===== src/rtl/seq_pkg.sv =====
// Shared definitions for the sequence monitor.
//   state_t  : monitor FSM states
//   COUNT_W  : width of the upstream count / run length
//   STAT_W   : width of the saturating statistics counters
package seq_pkg;

    localparam int COUNT_W = 4;
    localparam int STAT_W  = 8;

    typedef enum logic [1:0] {
        ST_IDLE    = 2'd0,
        ST_ACQUIRE = 2'd1,
        ST_LOCKED  = 2'd2,
        ST_ERROR   = 2'd3
    } state_t;

endpackage


===== src/rtl/seq_monitor_if.sv =====
// Sample/status bundle between a sequence source and the monitor.
//   in_valid, in_count, clear           : driven by the source (master)
//   locked, err_pulse, match_pulse,
//   err_count, wrap_count               : driven by the monitor (slave)
interface seq_monitor_if;
    import seq_pkg::*;

    logic               in_valid;
    logic [COUNT_W-1:0] in_count;
    logic               clear;
    logic               locked;
    logic               err_pulse;
    logic               match_pulse;
    logic [STAT_W-1:0]  err_count;
    logic [STAT_W-1:0]  wrap_count;

    modport master (
        output in_valid, in_count, clear,
        input  locked, err_pulse, match_pulse, err_count, wrap_count
    );

    modport slave (
        input  in_valid, in_count, clear,
        output locked, err_pulse, match_pulse, err_count, wrap_count
    );
endinterface


===== src/rtl/seq_monitor_sat_counter.sv =====
// Saturating up-counter used for the monitor statistics.
//   clk, reset_n : clock, asynchronous active-low reset
//   inc          : count up by one unless already all-ones
//   clr          : synchronous clear, wins over inc
//   count        : current value
module sat_counter #(
    parameter int WIDTH = 8
) (
    input  logic             clk,
    input  logic             reset_n,
    input  logic             inc,
    input  logic             clr,
    output logic [WIDTH-1:0] count
);

    always_ff @(posedge clk or negedge reset_n) begin
        if (!reset_n) begin
            count <= '0;
        end else if (clr) begin
            count <= '0;
        end else if (inc && (count != {WIDTH{1'b1}})) begin
            count <= count + {{(WIDTH-1){1'b0}}, 1'b1};
        end
    end

endmodule


===== src/rtl/seq_monitor.sv =====
// Monitors a free-running 4-bit count stream, locks after LOCK_THRESH
// consecutive in-sequence samples and reports breaks, wraps and TARGET hits.
//   clk, reset_n : clock, asynchronous active-low reset
//   bus (slave)  : in_valid/in_count/clear in; locked, err_pulse,
//                  match_pulse, err_count, wrap_count out (all registered)
module seq_monitor
    import seq_pkg::*;
#(
    parameter int                 LOCK_THRESH = 4,
    parameter logic [COUNT_W-1:0] TARGET      = 4'hA
) (
    input  logic         clk,
    input  logic         reset_n,
    seq_monitor_if.slave bus
);

    localparam logic [COUNT_W:0] THRESH = (COUNT_W+1)'(LOCK_THRESH);

    state_t             state_reg, state_next;
    logic [COUNT_W-1:0] run_reg, run_next;
    logic [COUNT_W-1:0] last_reg, last_next;
    logic               locked_reg;
    logic               err_pulse_reg, err_pulse_next;
    logic               match_pulse_reg, match_pulse_next;

    // index 0: sequence breaks, index 1: 15->0 wraps while locked
    logic [1:0]         stat_inc;
    logic [STAT_W-1:0]  stat_cnt [2];

    logic               in_seq;
    logic [COUNT_W:0]   run_inc;

    // Natural 4-bit overflow gives the 15 -> 0 continuation for free.
    assign in_seq  = (bus.in_count == (last_reg + {{(COUNT_W-1){1'b0}}, 1'b1}));
    assign run_inc = {1'b0, run_reg} + {{COUNT_W{1'b0}}, 1'b1};

    always_comb begin
        state_next       = state_reg;
        run_next         = run_reg;
        last_next        = last_reg;
        err_pulse_next   = 1'b0;
        match_pulse_next = 1'b0;
        stat_inc         = 2'b00;

        if (bus.clear) begin
            // A sample presented together with clear is dropped.
            state_next = ST_IDLE;
            run_next   = '0;
            last_next  = '0;
        end else if (bus.in_valid) begin
            last_next        = bus.in_count;
            match_pulse_next = (bus.in_count == TARGET);
            case (state_reg)
                ST_IDLE: begin
                    state_next = ST_ACQUIRE;
                    run_next   = {{(COUNT_W-1){1'b0}}, 1'b1};
                end
                ST_ACQUIRE: begin
                    if (in_seq) begin
                        run_next = run_inc[COUNT_W-1:0];
                        // >= rather than == so a run re-entered at 2 from
                        // ERROR still locks when LOCK_THRESH is 2.
                        if (run_inc >= THRESH) begin
                            state_next = ST_LOCKED;
                        end
                    end else begin
                        run_next = {{(COUNT_W-1){1'b0}}, 1'b1};
                    end
                end
                ST_LOCKED: begin
                    if (in_seq) begin
                        stat_inc[1] = (last_reg == 4'hF);
                    end else begin
                        state_next     = ST_ERROR;
                        err_pulse_next = 1'b1;
                        stat_inc[0]    = 1'b1;
                    end
                end
                ST_ERROR: begin
                    state_next = ST_ACQUIRE;
                    run_next   = in_seq ? COUNT_W'(2) : COUNT_W'(1);
                end
                default: begin
                    state_next = ST_IDLE;
                    run_next   = '0;
                end
            endcase
        end
    end

    always_ff @(posedge clk or negedge reset_n) begin
        if (!reset_n) begin
            state_reg       <= ST_IDLE;
            run_reg         <= '0;
            last_reg        <= '0;
            locked_reg      <= 1'b0;
            err_pulse_reg   <= 1'b0;
            match_pulse_reg <= 1'b0;
        end else begin
            state_reg       <= state_next;
            run_reg         <= run_next;
            last_reg        <= last_next;
            locked_reg      <= (state_next == ST_LOCKED);
            err_pulse_reg   <= err_pulse_next;
            match_pulse_reg <= match_pulse_next;
        end
    end

    for (genvar gi = 0; gi < 2; gi++) begin : g_stat
        sat_counter #(
            .WIDTH (STAT_W)
        ) u_cnt (
            .clk     (clk),
            .reset_n (reset_n),
            .inc     (stat_inc[gi]),
            .clr     (bus.clear),
            .count   (stat_cnt[gi])
        );
    end

    assign bus.locked      = locked_reg;
    assign bus.err_pulse   = err_pulse_reg;
    assign bus.match_pulse = match_pulse_reg;
    assign bus.err_count   = stat_cnt[0];
    assign bus.wrap_count  = stat_cnt[1];

endmodule


===== src/flat_wrapper.sv =====
// flat-port wrapper written by rule: the top's interface ports become plain ports
module seq_monitor_flat import seq_pkg::*;
#(
    parameter int                 LOCK_THRESH = 4,
    parameter logic [COUNT_W-1:0] TARGET      = 4'hA
)
  (clk, reset_n, bus_in_valid, bus_in_count, bus_clear, bus_locked, bus_err_pulse, bus_match_pulse, bus_err_count, bus_wrap_count);
  seq_monitor_if bus_i ();
  input  logic clk;
  input  logic reset_n;
  input wire logic [$bits(bus_i.in_valid)-1:0] bus_in_valid;
  input wire logic [$bits(bus_i.in_count)-1:0] bus_in_count;
  input wire logic [$bits(bus_i.clear)-1:0] bus_clear;
  output wire logic [$bits(bus_i.locked)-1:0] bus_locked;
  output wire logic [$bits(bus_i.err_pulse)-1:0] bus_err_pulse;
  output wire logic [$bits(bus_i.match_pulse)-1:0] bus_match_pulse;
  output wire logic [$bits(bus_i.err_count)-1:0] bus_err_count;
  output wire logic [$bits(bus_i.wrap_count)-1:0] bus_wrap_count;
  assign bus_i.in_valid = bus_in_valid;
  assign bus_i.in_count = bus_in_count;
  assign bus_i.clear = bus_clear;
  assign bus_locked = bus_i.locked;
  assign bus_err_pulse = bus_i.err_pulse;
  assign bus_match_pulse = bus_i.match_pulse;
  assign bus_err_count = bus_i.err_count;
  assign bus_wrap_count = bus_i.wrap_count;
  seq_monitor #(.LOCK_THRESH(LOCK_THRESH), .TARGET(TARGET)) u_core (.clk(clk), .reset_n(reset_n), .bus(bus_i));
endmodule

===== config.mk =====
export PLATFORM = sky130hd
export DESIGN_NAME = seq_monitor_flat
export DESIGN_NICKNAME = d
export VERILOG_FILES = /design/src/rtl/seq_pkg.sv /design/src/rtl/seq_monitor_if.sv /design/src/rtl/seq_monitor_sat_counter.sv /design/src/rtl/seq_monitor.sv /design/src/flat_wrapper.sv
export SDC_FILE = /design/constraint.sdc
export NUM_CORES = 1
export LEC_CHECK = 0
export ABC_AREA = 1
export ABC_CLOCK_PERIOD_IN_PS = 1700
export CAP_MARGIN = 40
export CORE_AREA = 2 2 64 66
export DETAILED_ROUTE_END_ITERATION = 10
export DIE_AREA = 0 0 66 68
export GPL_TIMING_DRIVEN = 1
export PLACE_DENSITY_LB_ADDON = 0.15
export SLEW_MARGIN = 10
export SYNTH_ARGS = -nofsm -noshare
export SYNTH_HDL_FRONTEND = slang
export SYNTH_SLANG_ARGS = --single-unit
export TNS_END_PERCENT = 30

===== constraint.sdc =====
create_clock -name clk -period 1.7 [get_ports clk]
set_clock_uncertainty 0.2 [all_clocks]
set_input_delay 0.17 -clock clk [delete_from_list [all_inputs] [get_ports clk]]
set_output_delay 0.17 -clock clk [all_outputs]
set_load 0.005 [all_outputs]

==> flow_summary.ini <==
[outcome]
status = finished with violations
violations = setup timing

[clocking]
htreeDepth = 2
cts_tree = yes
cts_sinks = 29
cts_buffer_depth = 2
cts_root_buf = clkbuf_8
clkLatencyLatePin_ns = 0.28
clk_pin_slew_ns = 0.06
numCtsBuffers = 5

[critical_path]
critPathBufInv = 2
cp-start-kind = flop
worst_ep_required_time_ns = 1.67
crit_type = flop to flop
path_max_fanout = 7
cp-end-kind = flop
reg2reg_slack_ns = -0.14
rr_worst_depth = 11
crit_chain = ha_1, inv_1, nand2_1, nand3_1, nand2_1, nor2_4, nand2_4, clkinv_4, nand3_4, nand2_8, o21ai_1
reg2reg_from = u_core.last_reg[1]$_DFFE_PN0P_
cp_slowest_cell = dfrtp_1
critical_path.top_delay_family = simple AND/OR/NAND/NOR gates
reg2reg_to = u_core.g_stat[1].u_cnt.count[6]$_DFFE_PN0P_
timing.critical_path.arrival_ns = 1.81
max_stage_delay_ns = 0.38
cpMostUsedCell = nand2_1

[routing]
wl_per_cell_um = 11.51
antenna_left = 0
routed_via_density = 4.882
vias = 1616
routed_wl_um = 3809
firstDrtPassIters = 4
drtIter0Drc = 66
drc_errors = 0

[synthesis]
synth_top_cell_by_area = dfrtp_1
seq_area_frac_synth = 0.4155
netlist_top_cells_area = dfrtp_1 42%, nand2_1 11%, nand3_1 8.3%
syn_area_um2 = 1747
yosysWarnings = 0
synthFlopType = dfrtp_1
postSynthCellCount = 219
synth-seq-cells = 29
synth_cell_types = 27
synth-edff-count = 0
async_flop_share = 1.000
synthesis.nets = 236
synth_top_area_frac = 0.4155
syn_avg_cell_area_um2 = 7.976

[placement]
routabilityCongestion = 0.7901
dp_hpwl_um = 2954
dp_slack_ns = -0.1774
port_buffers = 26

[floorplan]
fp.dieH_um = 68
initial_core_util = 0.4530
die_x_um = 66
num_io_pins = 27
core.rowCount = 23
dieArea_um2 = 4488
core_um2 = 3856

[pwr]
switchingPower_mw = 0.4190
powerDensity_nw_per_um2 = 640.4
combPwrFrac = 0.173
internal_power_mw = 1.155
seq_power_share = 0.462
clkPwrFrac = 0.365
swShare = 0.2663
totalPowerFinal_mw = 1.574
ir_drop_mv = 0.3894
leakage_nw = 1.205

[timing]
setup_ws_ns = -0.1385
rsz0062_at_grt = true
max_freq_ghz = 0.5439
final-hold-violation-count = 0
finalSetupViolCount = 22
layout_min_cycle_time_ns = 1.839
tightest_slew_ns = 0.4601
post-route-period-util = 1.081
maxSlewViolCount = 0
maxSlewHeadroom = 0.6929
whs_ns = 0.07570

[global_routing]
grt_pass1_vias = 1522
antenna_found_initial = 0
track_usage = 0.1944
grt_max_degree = 30
grt_pass1_wl_um = 6548
gr-total-overflow = 0

[finish]
drive_gt1_frac = 0.2349
largest_reg_flops = 16
fin_util = 0.6372
antenna_cells = 0
mostFrequentLayoutCells = 41 x nand2_1, 32 x buf_4, 30 x inv_1, 29 x dfrtp_1, 28 x nand3_1
layout_commonest_cell = nand2_1
syn_to_final_growth_pct = 40.69
nNetsFinal = 298

[min_path]
hold_class = input pin to asynchronous set/reset pin

[run]
maxCapViolCount = 0
## worst register-to-register path, cell delays in order, from the launching register on
cell	delay (ns)
dfrtp_1	0.38
ha_1	0.23
inv_1	0.08
nand2_1	0.05
nand3_1	0.07
nand2_1	0.08
nor2_4	0.14
nand2_4	0.11
clkinv_4	0.07
nand3_4	0.12
nand2_8	0.13
o21ai_1	0.06
## power groups by stage
stage,Combinational [mW],Clock [mW],Sequential [mW]
after floorplan,0.127,0,0.741
after global placement,0.249,0,0.740
after detailed placement,0.254,0,0.741
after CTS,0.262,0.594,0.728
after global routing,0.308,0.624,0.730
final,0.272,0.575,0.727
## logic make-up (layout without fill, tap and decap cells)
kind of cell	Yosys count	in the layout	synth area share
adder cells (fa/ha/maj)	9	9	0.06447
buffers and inverters	36	98	0.07951
XOR/XNOR	12	12	0.06017
AND/OR/NAND/NOR	109	109	0.3030
flip-flops	29	29	0.4155
AO/OA/AOI/OAI	24	24	0.07736
## stage by stage
step,area (um^2),setup TNS [ns],cells
2_1_floorplan,1750,-0.4607,219
5_1_grt,2457,-5.145,331
6_report,2457,-2.230,331
4_1_cts,2391,-2.241,330
3_3_place_gp,2285,-1.972,322
3_5_place_dp,2285,-2.845,322
## cells in the mapped netlist (2+ instances only)
cell type,n
nand2_4,3
nand3_2,2
xor2_1,10
nand4_1,2
nor2_1,13
ha_1,9
buf_2,2
nor3_1,4
inv_1,30
nand3_1,29
inv_2,2
dfrtp_1,29
o21ai_1,6
nand2_1,49
xnor2_1,2
o21ai_0,9
nor2_2,4
o22ai_1,5
## how the worst max path moves through the flow
stage                              startpoint                                     endpoint  slack, ns  cells after the start
2_1_floorplan  u_core.last_reg[0]$_DFFE_PN0P_  u_core.g_stat[0].u_cnt.count[0]$_DFFE_PN0P_      -0.05                     10
3_3_place_gp                  bus_in_count[0]  u_core.g_stat[1].u_cnt.count[7]$_DFFE_PN0P_      -0.12                     11
3_5_place_dp                  bus_in_count[0]  u_core.g_stat[1].u_cnt.count[7]$_DFFE_PN0P_      -0.18                     11
4_1_cts        u_core.last_reg[1]$_DFFE_PN0P_  u_core.g_stat[1].u_cnt.count[3]$_DFFE_PN0P_      -0.14                     10
5_1_grt        u_core.last_reg[1]$_DFFE_PN0P_                  u_core.bus.locked$_DFF_PN0_      -0.27                     11
6_report       u_core.last_reg[1]$_DFFE_PN0P_  u_core.g_stat[1].u_cnt.count[6]$_DFFE_PN0P_      -0.14                     11
## area by class of cell
cell class / count / area [um^2]
well taps: 50 / 62.56
clock buffers: 7 / 86.33
multi-input cells: 154 / 948.4
repair buffers: 58 / 500.5
flip-flops and latches: 29 / 725.7
inverters: 33 / 133.9
fillers: 352 / 1399
## layer usage
metal	routed length, um	vias to the layer above	global-route usage	part of all wire
met5	0	-	0	0
met4	65	0	0.07143	0.017
met3	136	6	0.04934	0.036
met2	1883	25	0.3232	0.49
met1	1724	747	0.2464	0.45
li1	-	838	-	-
## timing repair
action	CTS	global route
gates resized for setup	4	16
hold buffers	0	0
setup buffers	1	1
endpoints found under the hold margin	0	0
setup endpoints to repair	22	25
pin swaps	0	3
Power figures use the tool's default switching activity.
